$ cat config.mk
export PLATFORM = sky130hd
export DESIGN_NAME = l2_request_arbiter_flat
export DESIGN_NICKNAME = d
export VERILOG_FILES = /design/src/rtl/l2_request_arbiter_pkg.sv /design/src/rtl/l2_request_arbiter_if.sv /design/src/rtl/l2_request_arbiter_rr_arbiter.sv /design/src/rtl/l2_request_arbiter.sv /design/src/flat_wrapper.sv
export SDC_FILE = /design/constraint.sdc
export NUM_CORES = 1
export LEC_CHECK = 0
export BUFFER_PORTS_ARGS = -buffer_cell sky130_fd_sc_hd__buf_2
export CAP_MARGIN = 20
export CORE_AREA = 2 2 203 205
export CTS_CLUSTER_DIAMETER = 100
export DETAILED_ROUTE_END_ITERATION = 10
export DIE_AREA = 0 0 205 207
export SLEW_MARGIN = 25
export SYNTH_ARGS = -nofsm -noshare
export SYNTH_HDL_FRONTEND = slang
export SYNTH_SLANG_ARGS = --single-unit
$ cat constraint.sdc
create_clock -name clk -period 5.9 [get_ports clk]
set_input_delay 0.295 -clock clk [delete_from_list [all_inputs] [get_ports clk]]
set_output_delay 0.295 -clock clk [all_outputs]
set_load 0.05 [all_outputs]
$ cat src/rtl/l2_request_arbiter_pkg.sv
// l2_request_arbiter_pkg
//   Shared types and constants for the L2 request arbiter slice:
//   - NUM_CORES, CACHE_LINE_BITS, L2_STARVE_LIMIT: default sizing.
//   - l2req_op_t: L2 request opcode.
//   - l2req_packet_t: request packet carried from requesters to the tag stage.
//   - fill_op_legal(): ops that a memory restart (fill) may carry.
package l2_request_arbiter_pkg;

   localparam int NUM_CORES       = 4;
   localparam int CACHE_LINE_BITS = 128;
   localparam int L2_STARVE_LIMIT = 8;
   localparam int L2_ADDR_WIDTH   = 32;

   typedef enum logic [2:0] {
      L2REQ_LOAD        = 3'd0,
      L2REQ_STORE       = 3'd1,
      L2REQ_FLUSH       = 3'd2,
      L2REQ_DINVALIDATE = 3'd3,
      L2REQ_IINVALIDATE = 3'd4,
      L2REQ_LOAD_SYNC   = 3'd5,
      L2REQ_STORE_SYNC  = 3'd6
   } l2req_op_t;

   typedef struct packed {
      logic                     valid;
      l2req_op_t                op;
      logic [3:0]               core;
      logic [L2_ADDR_WIDTH-1:0] address;
   } l2req_packet_t;

   // Flushes and data invalidates never miss, so they can never come back
   // through the restart path.
   function automatic logic fill_op_legal(input l2req_op_t op);
      return !(op inside {L2REQ_FLUSH, L2REQ_DINVALIDATE});
   endfunction

endpackage

$ cat src/rtl/l2_request_arbiter_if.sv
// l2_request_arbiter_if
//   Bundle between the L2 requesters (cores + memory fill path), the
//   arbiter and the downstream tag stage.
//   Ports (signals):
//     core_l2req_valid/core_l2req_packet  per-core requests
//     arb_core_ack                        one-hot core grant
//     fill_valid/fill_l2req_packet/fill_data  memory restart request
//     arb_fill_ack                        fill grant
//     stall_pipeline                      downstream back-pressure
//     arb_l2req_packet/arb_is_l2_fill/arb_data_from_memory  registered result
//   Modports: slave = arbiter, master = requesters + downstream stage.
//
// Handshake: a requester raises *_valid and holds it together with its
// packet (and fill_data) unchanged until it sees its ack. An ack is a
// combinational response in the same cycle and is only ever raised for a
// requester whose valid is high; the transfer happens on the clock edge
// that ends the ack cycle, and the requester may present its next request
// from the following cycle. While stall_pipeline is high no ack is raised.
interface l2_request_arbiter_if
   import l2_request_arbiter_pkg::*;
#(
   parameter int NUM_REQUESTERS = NUM_CORES
);

   logic [NUM_REQUESTERS-1:0]  core_l2req_valid;
   l2req_packet_t              core_l2req_packet [NUM_REQUESTERS];
   logic [NUM_REQUESTERS-1:0]  arb_core_ack;

   logic                       fill_valid;
   l2req_packet_t              fill_l2req_packet;
   logic [CACHE_LINE_BITS-1:0] fill_data;
   logic                       arb_fill_ack;

   logic                       stall_pipeline;

   l2req_packet_t              arb_l2req_packet;
   logic                       arb_is_l2_fill;
   logic [CACHE_LINE_BITS-1:0] arb_data_from_memory;

   modport slave (
      input  core_l2req_valid, core_l2req_packet,
      output arb_core_ack,
      input  fill_valid, fill_l2req_packet, fill_data,
      output arb_fill_ack,
      input  stall_pipeline,
      output arb_l2req_packet, arb_is_l2_fill, arb_data_from_memory
   );

   modport master (
      output core_l2req_valid, core_l2req_packet,
      input  arb_core_ack,
      output fill_valid, fill_l2req_packet, fill_data,
      input  arb_fill_ack,
      output stall_pipeline,
      input  arb_l2req_packet, arb_is_l2_fill, arb_data_from_memory
   );

endinterface

$ cat src/rtl/l2_request_arbiter_rr_arbiter.sv
// rr_arbiter
//   Generic round-robin arbiter. The grant is the first set request bit at
//   or after rr_ptr in circular order; the pointer moves to one past the
//   winner only when update_lru is asserted, so the caller decides whether
//   the grant was actually consumed.
//   Ports:
//     clk, reset    clock, asynchronous active-high reset
//     request       request vector
//     update_lru    advance the pointer past the current winner
//     grant_oh      one-hot grant (combinational)
//     grant_idx     binary index of the winner
//     grant_valid   some request is set
//     rr_ptr        current priority pointer (also useful for debug)
module rr_arbiter #(
   parameter  int NUM_REQUESTERS = 4,
   localparam int PTR_W = (NUM_REQUESTERS > 1) ? $clog2(NUM_REQUESTERS) : 1
) (
   input  logic                      clk,
   input  logic                      reset,
   input  logic [NUM_REQUESTERS-1:0] request,
   input  logic                      update_lru,
   output logic [NUM_REQUESTERS-1:0] grant_oh,
   output logic [PTR_W-1:0]          grant_idx,
   output logic                      grant_valid,
   output logic [PTR_W-1:0]          rr_ptr
);

   // One extra bit so rr_ptr + offset never overflows before the wrap.
   localparam int CAND_W = PTR_W + 1;

   logic [CAND_W-1:0] cand;
   logic [PTR_W-1:0]  next_ptr;

   always_comb begin
      grant_oh    = '0;
      grant_idx   = '0;
      grant_valid = 1'b0;
      cand        = '0;
      for (int i = 0; i < NUM_REQUESTERS; i++) begin
         cand = {1'b0, rr_ptr} + CAND_W'(i);
         // Explicit wrap: NUM_REQUESTERS need not be a power of two.
         if (cand >= CAND_W'(NUM_REQUESTERS))
            cand = cand - CAND_W'(NUM_REQUESTERS);
         if (!grant_valid && request[cand[PTR_W-1:0]]) begin
            grant_valid                 = 1'b1;
            grant_idx                   = cand[PTR_W-1:0];
            grant_oh[cand[PTR_W-1:0]]   = 1'b1;
         end
      end
   end

   always_comb begin
      if (grant_idx == PTR_W'(NUM_REQUESTERS - 1))
         next_ptr = '0;
      else
         next_ptr = grant_idx + PTR_W'(1);
   end

   always_ff @(posedge clk or posedge reset) begin
      if (reset)
         rr_ptr <= '0;
      else if (update_lru && grant_valid)
         rr_ptr <= next_ptr;
   end

endmodule

$ cat src/rtl/l2_request_arbiter.sv
// l2_request_arbiter
//   Front stage of the L2 pipeline. Each unstalled cycle it grants one of
//   the memory fill path or a core request and registers the winner into
//   the arb_* signals for the tag stage. Fills normally win so restarted
//   misses drain, but after STARVE_LIMIT consecutive fill grants with a
//   core waiting, one core is forced through. Cores rotate round-robin.
//   Ports:
//     clk, reset         clock, asynchronous active-high reset
//     bus                l2_request_arbiter_if.slave (requests, acks,
//                        stall, registered result)
//     dbg_rr_ptr         round-robin pointer
//     dbg_starve_count   consecutive fill grants while a core waited
module l2_request_arbiter
   import l2_request_arbiter_pkg::*;
#(
   parameter  int NUM_REQUESTERS = NUM_CORES,
   parameter  int STARVE_LIMIT   = L2_STARVE_LIMIT,
   localparam int PTR_W    = (NUM_REQUESTERS > 1) ? $clog2(NUM_REQUESTERS) : 1,
   localparam int STARVE_W = $clog2(STARVE_LIMIT + 1)
) (
   input  logic                 clk,
   input  logic                 reset,
   l2_request_arbiter_if.slave  bus,
   output logic [PTR_W-1:0]     dbg_rr_ptr,
   output logic [STARVE_W-1:0]  dbg_starve_count
);

   logic [NUM_REQUESTERS-1:0] rr_grant_oh;
   logic [PTR_W-1:0]          rr_grant_idx;
   logic                      rr_grant_valid;
   logic [PTR_W-1:0]          rr_ptr;

   logic [STARVE_W-1:0]       starve_count;
   logic                      core_any;
   logic                      fill_wins;
   logic                      fill_grant;
   logic                      core_grant;
   l2req_packet_t             core_sel_pkt;
   l2req_packet_t             fill_sel_pkt;

   rr_arbiter #(
      .NUM_REQUESTERS(NUM_REQUESTERS)
   ) u_rr_arbiter (
      .clk        (clk),
      .reset      (reset),
      .request    (bus.core_l2req_valid),
      .update_lru (core_grant),
      .grant_oh   (rr_grant_oh),
      .grant_idx  (rr_grant_idx),
      .grant_valid(rr_grant_valid),
      .rr_ptr     (rr_ptr)
   );

   // Grant decision. Fill priority only yields once the starvation guard
   // is saturated and a core is actually waiting.
   always_comb begin
      core_any   = |bus.core_l2req_valid;
      fill_wins  = bus.fill_valid &&
                   (!core_any || (starve_count < STARVE_W'(STARVE_LIMIT)));
      fill_grant = !bus.stall_pipeline && fill_wins;
      core_grant = !bus.stall_pipeline && !fill_wins && rr_grant_valid;
   end

   assign bus.arb_core_ack = core_grant ? rr_grant_oh : '0;
   assign bus.arb_fill_ack = fill_grant;

   always_comb begin
      core_sel_pkt       = bus.core_l2req_packet[rr_grant_idx];
      core_sel_pkt.valid = 1'b1;
      fill_sel_pkt       = bus.fill_l2req_packet;
      fill_sel_pkt.valid = 1'b1;
   end

   // Starvation guard; frozen while stalled.
   always_ff @(posedge clk or posedge reset) begin
      if (reset) begin
         starve_count <= '0;
      end else if (!bus.stall_pipeline) begin
         if (core_grant)
            starve_count <= '0;
         else if (fill_grant && core_any) begin
            if (starve_count != STARVE_W'(STARVE_LIMIT))
               starve_count <= starve_count + STARVE_W'(1);
         end else if (!core_any)
            starve_count <= '0;
      end
   end

   // Output register loads every cycle; fill data is only captured on fill
   // grants so the tag stage sees the last line otherwise.
   always_ff @(posedge clk or posedge reset) begin
      if (reset) begin
         bus.arb_l2req_packet     <= '0;
         bus.arb_is_l2_fill       <= 1'b0;
         bus.arb_data_from_memory <= '0;
      end else if (fill_grant) begin
         bus.arb_l2req_packet     <= fill_sel_pkt;
         bus.arb_is_l2_fill       <= 1'b1;
         bus.arb_data_from_memory <= bus.fill_data;
      end else if (core_grant) begin
         bus.arb_l2req_packet     <= core_sel_pkt;
         bus.arb_is_l2_fill       <= 1'b0;
      end else begin
         bus.arb_l2req_packet     <= '0;
         bus.arb_is_l2_fill       <= 1'b0;
      end
   end

   assign dbg_rr_ptr       = rr_ptr;
   assign dbg_starve_count = starve_count;

   a_fill_op_legal : assert property (@(posedge clk) disable iff (reset)
      bus.arb_fill_ack |-> fill_op_legal(bus.fill_l2req_packet.op));

   a_ack_onehot0 : assert property (@(posedge clk) disable iff (reset)
      $onehot0({bus.arb_core_ack, bus.arb_fill_ack}));

endmodule
$ cat src/flat_wrapper.sv
// flat-port wrapper written by rule: the top's interface ports become plain ports
module l2_request_arbiter_flat import l2_request_arbiter_pkg::*;
#(
   parameter  int NUM_REQUESTERS = NUM_CORES,
   parameter  int STARVE_LIMIT   = L2_STARVE_LIMIT,
   localparam int PTR_W    = (NUM_REQUESTERS > 1) ? $clog2(NUM_REQUESTERS) : 1,
   localparam int STARVE_W = $clog2(STARVE_LIMIT + 1)
)
  (clk, reset, dbg_rr_ptr, dbg_starve_count, bus_core_l2req_valid, bus_core_l2req_packet, bus_arb_core_ack, bus_fill_valid, bus_fill_l2req_packet, bus_fill_data, bus_arb_fill_ack, bus_stall_pipeline, bus_arb_l2req_packet, bus_arb_is_l2_fill, bus_arb_data_from_memory);
  l2_request_arbiter_if #(.NUM_REQUESTERS(NUM_REQUESTERS)) bus_i ();
  input  logic clk;
  input  logic reset;
  output logic [PTR_W-1:0] dbg_rr_ptr;
  output logic [STARVE_W-1:0] dbg_starve_count;
  input wire logic [$bits(bus_i.core_l2req_valid)-1:0] bus_core_l2req_valid;
  input wire logic [$bits(bus_i.core_l2req_packet)-1:0] bus_core_l2req_packet;
  output wire logic [$bits(bus_i.arb_core_ack)-1:0] bus_arb_core_ack;
  input wire logic [$bits(bus_i.fill_valid)-1:0] bus_fill_valid;
  input wire logic [$bits(bus_i.fill_l2req_packet)-1:0] bus_fill_l2req_packet;
  input wire logic [$bits(bus_i.fill_data)-1:0] bus_fill_data;
  output wire logic [$bits(bus_i.arb_fill_ack)-1:0] bus_arb_fill_ack;
  input wire logic [$bits(bus_i.stall_pipeline)-1:0] bus_stall_pipeline;
  output wire logic [$bits(bus_i.arb_l2req_packet)-1:0] bus_arb_l2req_packet;
  output wire logic [$bits(bus_i.arb_is_l2_fill)-1:0] bus_arb_is_l2_fill;
  output wire logic [$bits(bus_i.arb_data_from_memory)-1:0] bus_arb_data_from_memory;
  assign bus_i.core_l2req_valid = bus_core_l2req_valid;
  assign bus_i.core_l2req_packet = {>>{bus_core_l2req_packet}};
  assign bus_arb_core_ack = bus_i.arb_core_ack;
  assign bus_i.fill_valid = bus_fill_valid;
  assign bus_i.fill_l2req_packet = bus_fill_l2req_packet;
  assign bus_i.fill_data = bus_fill_data;
  assign bus_arb_fill_ack = bus_i.arb_fill_ack;
  assign bus_i.stall_pipeline = bus_stall_pipeline;
  assign bus_arb_l2req_packet = bus_i.arb_l2req_packet;
  assign bus_arb_is_l2_fill = bus_i.arb_is_l2_fill;
  assign bus_arb_data_from_memory = bus_i.arb_data_from_memory;
  l2_request_arbiter #(.NUM_REQUESTERS(NUM_REQUESTERS), .STARVE_LIMIT(STARVE_LIMIT)) u_core (.clk(clk), .reset(reset), .bus(bus_i), .dbg_rr_ptr(dbg_rr_ptr), .dbg_starve_count(dbg_starve_count));
endmodule
==> results.txt <==
outcome: complete, no violations
min Tclk post-route: 4.169 ns
Period Utilization, post-route: 0.7065
multi-input combinational cell area: 3372 um2
post-synthesis area per instance: 13.72 um2
Post-route DRC: 0
TritonCTS buffer count: 17
DR vias: 6,712
row count: 74
Post-Syn Area: 7941 um2
Setup crit start: u_core.u_rr_arbiter.rr_ptr[0]$_DFFE_PP0P_
Critical path buffers and inverters: 2
layout cell share with drive strength beyond 1: 0.6401
CP max stage cell: dfrtp_1
IO Pins: 516
Mapped Cells: 579
Net Count, Synth: 925
Detail Route Antenna Nets: 0
max-cap violations: 0
H-Tree Level Count: 4
final slew viol count: 0
RR Startpoint: u_core.u_rr_arbiter.rr_ptr[0]$_DFFE_PP0P_
relative slew slack: 0.4076
Final setup viols: 0
vias in the first global route: 7,068
YS warnings: 0
Port Buffer Count: 510
clk_lat worst skew: 0.45 ns
Area Overhead vs Synth: 47.68%
CTS Sinks: 175
Hold WS: 0.04506 ns
hold_sp: bus_fill_l2req_packet[33]
fin nets: 1,425
final std cells w/o fill: 1,626
storage element area: 4379 um2
crit-path max FO: 70
fmax: 0.2399 GHz
RSZ-0062 raised after global routing: no
Worst Skew: 0.01037 ns
GRT Overall Usage: 0.1303
Final HPWL DP: 21,570 um
CP max stage delay: 0.66 ns
sequential area share after synthesis: 0.5514
Worst Path Arrival: 4.48 ns
first-pass GRT wire length: 41,790 um
leakage: 5.875 nW
Pwr Density: 441.4 nW/um2
largest net degree at the start of global routing: 88
Total Wirelength: 27,690 um
routed wl met3: 1766 um
Filler Cells Inserted: 4,238
crit end category: flip-flop
Post-CTS Setup Bufs: 0
Core Util, Final: 0.2905
CTS tree: done
synth unique cells: 32
Max VDD drop: 0.3977 mV
die area: 42,440 um2
GRT Residual Overflow: 0
M1 WL: 11,800 um
clk buf depth: 2
Post-Place Cells: 1,591
wire length on met2: 13,540 um
#FFs+latches synth: 175
initial core utilization: 0.1967
Core Region: 40,370 um2
worst-path cell chain: inv_1 > ha_1 > mux4_2 > nor2b_1 > nor2_1 > mux2i_4 > buf_12 > mux2i_1 > o221ai_1
mean number of vias per cell: 4.128
top layer in use: met5
root buf cell: clkbuf_16
die height: 207 um
path type of the worst setup path: reg2reg
worst hold path type: in2reg
clk slew on worst S/H paths: 0.08 ns
drt first pass iters: 5
CP top delay family: multiplexers
initial antenna violation count: 3
Final TNS setup: 0 ns
Worst setup SP type: flip-flop
WP data required: 6.21 ns
Avg WL per Cell: 17.03 um
gpl congestion: 0.9617
Hold Vio Cnt, Final: 0
die width: 205 um
initial DRC count: 338
Slew @ Worst Pin: 0.8866 ns
report_power, final:
| part | internal [mW] | switching [mW] |
|---|---|---|
| Sequential | 1.43 | 0.123 |
| Combinational | 0.823 | 1.66 |
| Clock | 0.598 | 0.549 |
| Total | 2.85 | 2.33 |
cell usage after synthesis, drive strengths merged:
cell / instances / share of area
a211oi: 1 / 0.0025
o221ai: 39 / 0.051
ha: 10 / 0.016
mux2i: 81 / 0.10
nor2b: 1 / 0.00079
a22oi: 4 / 0.0038
xnor2: 1 / 0.0011
a31oi: 1 / 0.00079
or2: 1 / 0.0011
nand3: 3 / 0.0019
xor2: 1 / 0.0011
nand2: 47 / 0.022
or3: 1 / 0.0014
buf: 15 / 0.013
mux2: 129 / 0.18
clkbuf: 23 / 0.011
dfrtp: 175 / 0.55
o21ai: 4 / 0.0025
a221oi: 4 / 0.0044
nor2: 15 / 0.0071
inv: 8 / 0.0038
or4: 1 / 0.00095
a41oi: 1 / 0.0011
a21oi: 4 / 0.0025
and2: 1 / 0.00079
mux4: 3 / 0.0085
o22ai: 2 / 0.0024
nand2b: 3 / 0.0024
per-stage QoR:
stage | total power, mW | cell area, um2 | setup slack [ns]
after floorplan | 3.435 | 7941 | 0.8598
after global placement | 3.999 | 11090 | 1.756
after detailed placement | 4.067 | 11130 | 1.642
after CTS | 5.251 | 11720 | 1.673
after global routing | 5.450 | 11730 | 1.397
final | 5.177 | 11730 | 1.731
worst reg2reg max path, stage by stage, from the launching register on:
cell      delay, ns
dfrtp_1        0.66
inv_1          0.30
ha_1           0.44
mux4_2         0.59
nor2b_1        0.30
nor2_1         0.16
mux2i_4        0.51
buf_12         0.44
mux2i_1        0.48
o221ai_1       0.16
layout make-up:
| type | count | share of cell area |
|---|---|---|
| diodes | 2 | 0.0004268 |
| clock buffers | 18 | 0.03659 |
| clock inverters | 14 | 0.01270 |
| inverters | 8 | 0.002987 |
| multi-input cells | 358 | 0.2875 |
| flip-flops and latches | 175 | 0.3734 |
| well taps | 532 | 0.05676 |
| repair buffers | 519 | 0.2296 |
placed cells by master (no fill, tap or decap), types with 2 or more instances in the layout:
cell	count
clkinvlp_4	3
inv_8	2
ha_1	10
inv_1	7
mux2_2	129
o221ai_2	10
nor2_1	15
o21ai_0	4
inv_6	7
a221oi_1	4
buf_2	510
clkbuf_16	17
mux2i_1	80
o221ai_1	29
mux4_2	3
a22oi_1	4
nand3_1	2
dfrtp_1	175
a21oi_1	3
buf_12	4
buf_4	3
nand2b_1	3
nand2_1	47
diode_2	2
layer usage:
layer | GRT usage | up-vias
met1 | 0.1660 | 3316
met3 | 0.03792 | 34
met5 | 0 | -
li1 | - | 3121
met2 | 0.2078 | 239
met4 | 0.04912 | 2
logic make-up after synthesis:
logic type | after synthesis | synth area share
compound gates | 60 | 0.07090
xor+xnor | 2 | 0.002206
fa+ha+maj | 10 | 0.01576
buf+inv | 46 | 0.02757
flops | 175 | 0.5514
mux | 213 | 0.2935
simple gates | 73 | 0.03860
registers in the layout, indices dropped and copies added (netlist names):
signal                           flops
u_core.bus.arb_data_from_memory    128
u_core.bus.arb_is_l2_fill            1
u_core.bus.arb_l2req_packet         40
u_core.dbg_starve_count              4
u_core.u_rr_arbiter.rr_ptr           2
timing repair:
item                                   4_1_cts  5_1_grt
endpoints found under the hold margin       68        0
hold buffers                                 1        0
gates resized for setup                      0        0
worst paths after layout:
path / end / slack, ns / depth (start not counted)
max in group asynchronous: u_core.bus.arb_l2req_packet[13]$_DFF_PP0_ / 4.09 / 4
min in group asynchronous: u_core.bus.arb_data_from_memory[91]$_DFFE_PP0P_ / 0.47 / 3
hold / removal: u_core.bus.arb_l2req_packet[33]$_DFF_PP0_ / 0.05 / 3
setup reg to reg: u_core.bus.arb_l2req_packet[4]$_DFF_PP0_ / 1.73 / 9
setup / recovery: u_core.bus.arb_l2req_packet[4]$_DFF_PP0_ / 1.73 / 9
hold reg to reg: u_core.bus.arb_data_from_memory[20]$_DFFE_PP0P_ / 0.50 / 1
Note: power is estimated with default switching activity, not from simulation.
